<file path="src/rtl/piso_serializer.sv">
// piso_serializer: parallel-in, serial-out transmitter for the single-wire link.
// Accepts one WIDTH-bit word per valid/ready handshake and shifts it out
// MSB-first, one bit per clock, with frame_start / frame_last markers.
//
// Handshake: a word is taken on any rising edge where din_valid and din_ready
// are both 1. din_ready is high in IDLE and during the frame_last cycle (so
// frames can run gapless), and low otherwise and whenever rstn is low.
//
// Build option: define PISO_PARITY_EN to append one even-parity bit (XOR of
// the accepted word) after the LSB; frame_last then marks the parity bit.
module piso_serializer #(
    parameter int WIDTH = 8
) (
    input  logic             clk,
    input  logic             rstn,
    input  logic [WIDTH-1:0] din,
    input  logic             din_valid,
    output logic             din_ready,
    output logic             sout,
    output logic             sout_valid,
    output logic             frame_start,
    output logic             frame_last
);

    localparam int CW = (WIDTH > 1) ? $clog2(WIDTH) : 1;

`ifdef PISO_PARITY_EN
    typedef enum logic [1:0] {
        ST_IDLE   = 2'd0,
        ST_SHIFT  = 2'd1,
        ST_PARITY = 2'd2
    } state_t;
    // The LSB is not the final bit: the parity bit follows it.
    localparam bit LAST_ON_LSB = 1'b0;
`else
    typedef enum logic [1:0] {
        ST_IDLE  = 2'd0,
        ST_SHIFT = 2'd1
    } state_t;
    localparam bit LAST_ON_LSB = 1'b1;
`endif

    state_t           state_q;
    logic [WIDTH-1:0] shreg_q;
    logic [WIDTH-1:0] shreg_d;
    logic [CW-1:0]    cnt_q;
    logic [CW-1:0]    cnt_d;
    logic             sout_q;
    logic             sout_valid_q;
    logic             frame_start_q;
    logic             frame_last_q;
`ifdef PISO_PARITY_EN
    logic             parity_q;
`endif
    logic             accept;

    // Ready when idle, or while the final bit of the current frame is on the line.
    assign din_ready = rstn && ((state_q == ST_IDLE) || frame_last_q);
    assign accept    = din_valid && din_ready;

    // shreg_q holds the bits still to be sent, next one at the MSB.
    assign shreg_d = shreg_q << 1;
    assign cnt_d   = cnt_q - CW'(1);

    assign sout        = sout_q;
    assign sout_valid  = sout_valid_q;
    assign frame_start = frame_start_q;
    assign frame_last  = frame_last_q;

    // Frame FSM with registered line outputs; reset wins over everything,
    // and an accept restarts the frame from the new word.
    always_ff @(posedge clk) begin
        if (!rstn) begin
            state_q       <= ST_IDLE;
            shreg_q       <= '0;
            cnt_q         <= '0;
            sout_q        <= 1'b0;
            sout_valid_q  <= 1'b0;
            frame_start_q <= 1'b0;
            frame_last_q  <= 1'b0;
`ifdef PISO_PARITY_EN
            parity_q      <= 1'b0;
`endif
        end else if (accept) begin
            // MSB goes straight to the output register; the rest waits in shreg_q.
            state_q       <= ST_SHIFT;
            shreg_q       <= din << 1;
            cnt_q         <= CW'(WIDTH - 1);
            sout_q        <= din[WIDTH-1];
            sout_valid_q  <= 1'b1;
            frame_start_q <= 1'b1;
            frame_last_q  <= LAST_ON_LSB && (WIDTH == 1);
`ifdef PISO_PARITY_EN
            parity_q      <= ^din;
`endif
        end else begin
            case (state_q)
                ST_SHIFT: begin
                    if (cnt_q != '0) begin
                        state_q       <= ST_SHIFT;
                        shreg_q       <= shreg_d;
                        cnt_q         <= cnt_d;
                        sout_q        <= shreg_q[WIDTH-1];
                        sout_valid_q  <= 1'b1;
                        frame_start_q <= 1'b0;
                        // cnt_q==1 means the bit being loaded now is the LSB.
                        frame_last_q  <= LAST_ON_LSB && (cnt_q == CW'(1));
                    end else begin
`ifdef PISO_PARITY_EN
                        state_q       <= ST_PARITY;
                        shreg_q       <= '0;
                        cnt_q         <= '0;
                        sout_q        <= parity_q;
                        sout_valid_q  <= 1'b1;
                        frame_start_q <= 1'b0;
                        frame_last_q  <= 1'b1;
`else
                        state_q       <= ST_IDLE;
                        shreg_q       <= '0;
                        cnt_q         <= '0;
                        sout_q        <= 1'b0;
                        sout_valid_q  <= 1'b0;
                        frame_start_q <= 1'b0;
                        frame_last_q  <= 1'b0;
`endif
                    end
                end
                default: begin
                    // IDLE, or the parity cycle ending without a new word.
                    state_q       <= ST_IDLE;
                    shreg_q       <= '0;
                    cnt_q         <= '0;
                    sout_q        <= 1'b0;
                    sout_valid_q  <= 1'b0;
                    frame_start_q <= 1'b0;
                    frame_last_q  <= 1'b0;
                end
            endcase
        end
    end

endmodule

</file>
<file path="config.mk">
export PLATFORM = sky130hd
export DESIGN_NAME = piso_serializer
export DESIGN_NICKNAME = d
export VERILOG_FILES = /design/src/rtl/piso_serializer.sv
export SDC_FILE = /design/constraint.sdc
export NUM_CORES = 1
export LEC_CHECK = 0
export CAP_MARGIN = 20
export CORE_MARGIN = 5
export CORE_UTILIZATION = 39
export DETAILED_ROUTE_END_ITERATION = 7
export PLACE_DENSITY = 0.66
export SYNTH_ARGS = -nofsm -noshare
export SYNTH_HDL_FRONTEND = slang
export SYNTH_SLANG_ARGS = --single-unit
</file>
<file path="constraint.sdc">
create_clock -name clk -period 1.1 [get_ports clk]
set_input_delay 0.33 -clock clk [delete_from_list [all_inputs] [get_ports clk]]
set_output_delay 0.33 -clock clk [all_outputs]
set_load 0.02 [all_outputs]
</file>
==> results.sh, run 1 <==
export IMPL_setup_slack_ns=-0.257
export IMPL_pwr_share_comb_pct=24.8
export IMPL_overflow=0
export IMPL_dp_hpwl_um=807
export IMPL_slew_headroom_pct=84.3
export IMPL_io_pins=16
export IMPL_crit_slowest_cell="dfxtp_4"
export IMPL_antenna_found_initial=0
export IMPL_min_from="shreg_q[1]$_SDFF_PN0_"
export IMPL_drive_above_1_share_pct=55.4
export IMPL_cp_arrival_ns=1.03
export IMPL_drt_iter0_drc=12
export IMPL_timing_rr_end="frame_last$_SDFF_PP0_"
export IMPL_swShare_pct=25.6
export IMPL_power_density_mw_per_mm2=1250
export IMPL_syn_nets=72
export IMPL_outcome="finished with violations"
export IMPL_violations="setup timing"
export IMPL_net_switching_power_mw=0.312
export IMPL_nets=106
export IMPL_grt_pass1_vias=476
export IMPL_leakagePower_nw=0.449
export IMPL_synth_cell_types=21
export IMPL_syn_inst=59
export IMPL_crit_type="register to output port"
export IMPL_path_cells="and2b_4 -> nor2b_2 -> buf_6"
export IMPL_grt_max_degree=10
export IMPL_place_gp_congestion=0.708
export IMPL_clock_path_buffers=2
export IMPL_rsz0062_at_grt="true"
export IMPL_routed_wl_um=1420
export IMPL_critPathRequiredTime_ns=0.77
export IMPL_p_int_mw=0.908
export IMPL_power_total_mw=1.22
export IMPL_drcViolationCount=0
export IMPL_rr_startpoint="cnt_q[1]$_SDFF_PN0_"
export IMPL_reg2reg_depth=5
export IMPL_cts_buffers=3
export IMPL_regToRegSetupSlack_ns=-0.17
export IMPL_drtPass1Iterations=4
export IMPL_num_vias=534
export IMPL_core_mm2=0.00133
export IMPL_seqPwrFrac_pct=45.6
export IMPL_slowest_delay_ns=0.34
export IMPL_min_to="shreg_q[2]$_SDFF_PN0_"
export IMPL_diodes=0
export IMPL_syn_area_um2=568
export IMPL_cts_sinks=14
export IMPL_p_clk_share_pct=29.6
export IMPL_cts_tree="yes"
export IMPL_ys_ff_latch=14
export IMPL_critPathCaptureType="output port"
export IMPL_worst_slew_pin_slew_ns=0.234
export IMPL_clkLatencyLatePin_ns=0.27
export IMPL_fin_skew_ns=0.00131
export IMPL_die_w_um=48.2
export IMPL_cp_start_kind="register"
export IMPL_grt_pass1_wl_um=2010
export IMPL_yosysWarnings=0
export IMPL_rows=13
export IMPL_worst_hold_path_type="register to register"
export IMPL_fmax_ghz=0.737
export IMPL_synth_top_area_share_pct=49.3
export IMPL_io_buffers=15
export IMPL_period_share_pct=123
export IMPL_maxCapViolCount=0
export IMPL_cts_clk_slew_worst_paths_ns=0.08
export IMPL_synth_area_leaders="dfxtp_1 49%, inv_1 6.6%, o2111ai_1 6.2%"
export IMPL_wire_per_inst_um=13.3
export IMPL_start_util_pct=42.6
export IMPL_clock_root_buffer="clkbuf_4"
export IMPL_setup_tns_ns=-1.20
export IMPL_finalSetupViolCount=14
export IMPL_ys_seq_area_share_pct=49.3
export IMPL_die_h_um=48.2
export IMPL_slew_violations=0
export IMPL_hold_depth=2
export IMPL_htreeDepth=1
export IMPL_post_route_min_period_ns=1.36
export IMPL_synth_area_per_cell_um2=9.63
export IMPL_grt_usage_pct=13.0
export IMPL_drtAntennaViolNets=0
export IMPL_synth_top_area_cell="dfxtp_1"
export IMPL_viasPerCell=4.99
export IMPL_max_vdd_ir_drop_mv=0.667
export IMPL_dieArea_mm2=0.00232
export IMPL_path_max_fanout=2
export IMPL_area_delta_synth_final_pct=72.2
export IMPL_hold_viol_final=0
## Yosys cell counts (all sizes together)
cell and number:
nand2 6, or2 1, inv 10, dfxtp 14
nand3 1, and2 1, nor4b 1, nand4 1
o311ai 1, mux2i 3, o21ai 6, ha 2
nor2 1, and2b 1, nor2b 2, o31ai 1
and3b 1, buf 2, o2111ai 4
## power groups by stage
stage	clock network [mW]	logic, mW	registers [mW]
after global routing	0.404	0.324	0.560
after detailed placement	0	0.214	0.562
after CTS	0.377	0.253	0.554
final	0.361	0.302	0.557
after floorplan	0	0.0953	0.576
after global placement	0	0.213	0.561
## how the worst max path moves through the flow
stage / startpoint / end / slack, ns / depth (start not counted)
4_1_cts: frame_last$_SDFF_PP0_ / din_ready / -0.27 / 3
3_5_place_dp: rstn / din_ready / -0.75 / 3
3_3_place_gp: rstn / din_ready / -0.75 / 3
6_report: frame_last$_SDFF_PP0_ / din_ready / -0.26 / 3
2_1_floorplan: frame_last$_SDFF_PP0_ / shreg_q[5]$_SDFF_PN0_ / -0.06 / 4
5_1_grt: frame_last$_SDFF_PP0_ / din_ready / -0.30 / 3
## per-stage QoR
step                area, um^2  std cells  setup slack, ns  utilization (%)  hold slack [ns]
finish                     978        107           -0.257             73.4            0.451
global route               978        107           -0.303             73.4            0.493
CTS                        898        104           -0.271             67.4            0.451
detailed placement         812         96           -0.755             60.9            0.440
global placement           812         96           -0.745             60.9            0.431
floorplan                  594         59          -0.0560                -            0.406
## worst max-delay path, delay by kind of cell (launching register included)
family / cells / cell delay [ns]
flops: 1 / 0.34
simple gates: 2 / 0.29
buf+inv: 1 / 0.12
## metal layers
metal	vias up	share of wire, %	GRT usage [%]
met3	2	6.6	4.43
li1	265	-	-
met4	0	0.85	8.06
met5	-	0	0
met2	13	49	20.1
met1	254	43	15.2
## placed cells by master (no fill, tap or decap), types with 2 or more instances in the layout
master / Yosys / layout
dfxtp_2: 0 / 5
or2_4: 1 / 2
buf_6: 1 / 7
nand2_1: 5 / 2
inv_1: 10 / 8
o21ai_1: 0 / 5
inv_2: 0 / 2
mux2i_1: 3 / 3
clkdlybuf4s50_1: 0 / 9
o2111ai_2: 0 / 3
nand2_2: 1 / 4
clkbuf_4: 0 / 3
buf_4: 1 / 13
dfxtp_1: 14 / 8
## area by class of cell
type	count	area, um^2
Fill cell	111	355
Sequential cell	14	290
Multi-Input combinational cell	34	320
Timing Repair Buffer	30	275
Inverter	10	37.5
Tap cell	15	18.8
Clock buffer	4	36.3
## what timing repair did
| item | CTS | global route |
|---|---|---|
| setup buffers | 3 | 4 |
| hold buffers | 0 | 0 |
| setup endpoints to repair | 19 | 19 |
| gates resized for setup | 36 | 21 |
| pin swaps | 4 | 5 |
| cloned | 1 | 0 |
## flip-flops by register name (all words and copies together), names as in the netlist
register	flops
cnt_q	3
frame_start	1
shreg_q	7
sout	1
frame_last	1
state_q	1
## logic make-up after synthesis
| kind of cell | count (synthesis) | synth area share [%] |
|---|---|---|
| multiplexers | 3 | 5.29 |
| flip-flops | 14 | 49.3 |
| AND/OR/NAND/NOR | 16 | 16.7 |
| adder cells (fa/ha/maj) | 2 | 4.40 |
| buffers and inverters | 12 | 9.91 |
| AO/OA/AOI/OAI | 12 | 14.3 |
(Power assumes the default switching activity.)
==> run 2: changes to the inputs <==
Settings changed: CORE_AREA from default to 5 5 42 44, CORE_MARGIN 5 to default, CORE_UTILIZATION 39 to default, DIE_AREA from default to 0 0 47 49, PLACE_DENSITY 0.66 to 0.69, REMOVE_ABC_BUFFERS from default to 1.
Clock period 1.1 ns to 1.5 ns, I/O delays scaled along.
==> results.sh, run 2 (synthesis gave the netlist of run 1 again) <==
export IMPL_drt_iter0_drc=1
export IMPL_area_delta_synth_final_pct=41.4
export IMPL_largest_register_ffs=7
export IMPL_num_vias=463
export IMPL_dp_hpwl_um=756
export IMPL_crit_type="register to output port"
export IMPL_fill_cells=135
export IMPL_drcViolationCount=0
export IMPL_grt_max_degree=13
export IMPL_critPathRequiredTime_ns=1.05
export IMPL_maxCapViolCount=0
export IMPL_worst_hold_path_type="register to register"
export IMPL_final_area_um2=803
export IMPL_routed_wl_um=978
export IMPL_cp_arrival_ns=1.03
export IMPL_grt_pass1_wl_um=1680
export IMPL_power_density_mw_per_mm2=1000
export IMPL_wire_per_inst_um=9.88
export IMPL_critPathCaptureType="output port"
export IMPL_grt_pass1_vias=435
export IMPL_drtPass1Iterations=4
export IMPL_pre_cts_ws_ns=-0.624
export IMPL_outcome="complete, no violations"
export IMPL_start_util_pct=40.5
export IMPL_drtAntennaViolNets=0
export IMPL_slew_violations=0
export IMPL_fmax_ghz=0.678
export IMPL_path_cells="and2b_4 -> nor2b_1 -> buf_4"
export IMPL_setup_slack_ns=0.0241
export IMPL_cts_sinks=14
export IMPL_grt_usage_pct=10.0
export IMPL_drive_above_1_share_pct=20.5
export IMPL_place_gp_congestion=0.656
export IMPL_viasPerCell=4.68
export IMPL_worst_slew_pin_slew_ns=0.276
export IMPL_cp_start_kind="register"
export IMPL_final_cell_mix="13 x dfxtp_1, 10 x inv_1, 9 x clkdlybuf4s50_1"
export IMPL_setup_tns_ns=0
export IMPL_crit_slowest_cell="dfxtp_2"
export IMPL_crit_family="flip-flops"
export IMPL_cts_clk_slew_worst_paths_ns=0.08
export IMPL_hold_ws_ns=0.452
export IMPL_core_mm2=0.00140
export IMPL_dieArea_mm2=0.00230
export IMPL_fin_skew_ns=0.00431
export IMPL_post_route_min_period_ns=1.48
export IMPL_place_area_um2=764
export IMPL_period_share_pct=98.4
export IMPL_final_util_pct=57.3
export IMPL_diodes=0
export IMPL_layout_commonest_cell="dfxtp_1"
export IMPL_path_max_fanout=2
export IMPL_overflow=0
export IMPL_slowest_delay_ns=0.32
export IMPL_ff_latch_area_um2=282
export IMPL_io_buffers=15
export IMPL_cts_tree="yes"
export IMPL_antenna_found_initial=0
export IMPL_clock_path_buffers=2
export IMPL_rsz0062_at_grt="true"
export IMPL_finalSetupViolCount=0
export IMPL_cts_hold_buf=0
export IMPL_clock_root_buffer="clkbuf_4"
export IMPL_max_vdd_ir_drop_mv=0.519
export IMPL_io_pins=16
export IMPL_die_w_um=47
export IMPL_leakagePower_nw=0.391
export IMPL_multi_input_area_um2=231
export IMPL_clkLatencyLatePin_ns=0.27
export IMPL_rows=14
export IMPL_nets=97
export IMPL_path_buf_inv=1
export IMPL_regMostFlops="shreg_q"
export IMPL_htreeDepth=1
export IMPL_die_h_um=49
export IMPL_hold_viol_final=0
export IMPL_top_regs="shreg_q: 7 flops, cnt_q: 3 flops"
export IMPL_cts_buffers=3
export IMPL_slew_headroom_pct=81.3
==> run 2: through the flow <==
stage / instances / total power, mW
2_1_floorplan: 57 / 0.475
3_3_place_gp: 94 / 0.548
3_5_place_dp: 94 / 0.549
4_1_cts: 98 / 0.806
5_1_grt: 99 / 0.847
6_report: 99 / 0.804
==> run 2: report_power, final <==
part | total (mW) | switching (mW) | internal [mW]
clock | 0.265 | 0.118 | 0.148
sequential | 0.404 | 0.0105 | 0.394
combinational | 0.134 | 0.0611 | 0.0730
==> run 2: repair_timing <==
item / CTS / global route
gates resized for setup: 12 / 1
setup buffers: 0 / 1
endpoints found under the setup margin: 5 / 1
pin swaps: 0 / 0
==> run 2: final cells by class <==
| type | instances | share of cell area, % |
|---|---|---|
| sequential | 14 | 35.0 |
| inverter | 10 | 4.67 |
| clock buffer | 4 | 4.52 |
| tap | 16 | 2.49 |
| timing repair buffer | 22 | 24.5 |
| multi-input combinational | 33 | 28.8 |
==> run 2: path summary, 6_finish.rpt <==
| check | start | depth (start not counted) | slack, ns | end |
|---|---|---|---|---|
| max reg2reg | frame_last$_SDFF_PP0_ | 6 | 0.18 | shreg_q[1]$_SDFF_PN0_ |
| min reg2reg | cnt_q[1]$_SDFF_PN0_ | 1 | 0.45 | frame_last$_SDFF_PP0_ |
| max | frame_last$_SDFF_PP0_ | 3 | 0.02 | din_ready |
| min | cnt_q[1]$_SDFF_PN0_ | 1 | 0.45 | frame_last$_SDFF_PP0_ |
==> run 2: routing by layer <==
metal	GRT usage (%)	up-vias	wire [um]
met2	14.7	12	451
met4	6.91	0	16
met5	0	-	0
li1	-	247	-
met1	11.6	202	431
met3	3.69	2	78
==> variant: new RTL, config.mk and constraints of run 1 <==
`WIDTH`: 8 -> 16.
--- a/src/rtl/piso_serializer.sv
+++ b/src/rtl/piso_serializer.sv
@@ -9,7 +9,7 @@
 // Build option: define PISO_PARITY_EN to append one even-parity bit (XOR of
 // the accepted word) after the LSB; frame_last then marks the parity bit.
 module piso_serializer #(
-    parameter int WIDTH = 8
+    parameter int WIDTH = 16
 ) (
     input  logic             clk,
     input  logic             rstn,
Interface: changed (resized din); port bits go from 16 to 24. The function was not compared with the original's and may differ.
==> variant against run 1 <==
The flow still finishes with violations (setup timing). Sequential cell count up 9. Sequential power grew 66%. Synthesized area rose by 62%. Final area rose by 58%. Critical path depth stayed put. Worst hold slack better by 0.077 ns. Register-to-register slack worse by 0.22 ns. Cell count up 35%. Power rose by 48%. Non-clock buffer count rose by 7. Routed wire length is 50% higher. Setup slack got worse by 0.13 ns. Highest routed layer unchanged. Die area rose by 48%. Via count grew 35%.
==> variant: results (changes against run 1) <==
status finished with violations; failing checks setup timing; layout cell share with drive strength beyond 1 60.34% (+4.9 points); critical path's slowest cell or4_4; I/O Buffers 23 (+8); switching share of power 25.71% (+0.13 points); Synth top area share 50.14% (+0.80 points); final RePlAce weighted congestion 0.6798 (-4.0%); hold path start rstn; final WL 2127 µm (+50%); Netlist cell types 22 (+4.8%); top flop regs shreg_q: 15 flops, cnt_q: 4 flops; Avg Inst Size Synth 11.63 µm² (+21%); crit-path leading delay family simple AND/OR/NAND/NOR gates; met1 wire length 930 µm (+52%); post-place setup slack -0.7925 ns (-0.03790 ns); Hold Crit Class in2reg; Cell Area, Placed 0.001292 mm² (+59%); P_seq 0.924 mW (+66%); worst setup slack after layout -0.3881 ns (-0.1308 ns); met1 GRT Util 17.56% (+2.3 points); Max stage delay on crit path 0.60 ns (+0.26 ns); GRT Resource Usage Total 13.72% (+0.77 points); Reg clk slew, reported paths 0.12 ns (+0.04 ns); 1st-iter DRT viols 2 (-10); post-synthesis adder-cell area fraction 0% (-4.4 points); Peak supply drop 0.0009705 V (+46%); worst r2r dst shreg_q[10]; Overall Power 1.803 mW (+48%); Layout Skew 0.001829 ns (+0.0005214 ns); largest net degree at the start of global routing 13 (+3); post-synthesis sequential area ratio 50.14% (+0.80 points); vias in the first global route 750 (+58%); total length of routed met2 wires 1055 µm (+50%); M3 GR Usage 4.386% (-0.042 points); Post-synth top cells 23 x dfxtp_1, 9 x and3_1, 9 x mux2_4, 6 x and3_2, 6 x mux2_2; leakage 0.7034 nW (+57%); Crit. Startpoint cnt_q[0]; post-synthesis xor/xnor area fraction 0.9537% (+0.95 points); met3 WL 121 µm (+30%); Logic pwr share 28.0% (+3.2 points); first-pass GRT wire length 3553 µm (+77%); DR pass1 iterations 4 (unchanged); WHS Path Cells 4 (+2); syn_nets 98 (+36%); vias 720 (+35%); clk_lat worst skew 0.30 ns (+0.03 ns); met2 Use GR 22.01% (+2.0 points); CP Data Arrival Time 1.69 ns (+0.66 ns); worst hold margin 0.5281 ns (+0.07731 ns); Slew @ Worst Pin 0.2899 ns (+0.05573 ns); fillers 178 (+60%); Setup Total Neg Slack -7.091 ns (-5.893 ns); multiplexer area fraction after synthesis 22.07% (+17 points); Final Setup Violations 24 (+10); critical path fanouts, max 8 (+6)
==> variant: how the worst max path moves through the flow <==
stage / endpoint / slack (ns) / depth (start not counted)
after CTS: shreg_q[12] / -0.39 / 3
final: shreg_q[10] / -0.39 / 3
after floorplan: shreg_q[6] / -0.41 / 4
after detailed placement: din_ready / -0.79 / 3
after global routing: shreg_q[2] / -0.42 / 3
after global placement: din_ready / -0.78 / 3
==> variant: final cells by class <==
type | instances | area (µm²) | area share, %
Sequential cell | 23 | 470.5 | 30.35
Clock buffer | 4 | 26.28 | 1.695
Timing Repair Buffer | 37 | 424.2 | 27.36
Inverter | 1 | 11.26 | 0.7264
Multi-Input combinational cell | 51 | 583.1 | 37.61
Tap cell | 28 | 35.03 | 2.260
==> variant: what timing repair did <==
action                                 CTS  global route
gates cloned                             3             0
endpoints found under the hold margin    0             0
buffers inserted                         1             1
pin swaps                                9             2
gates resized for setup                 52            21
setup endpoints to repair               27            28
hold buffers                             0             0
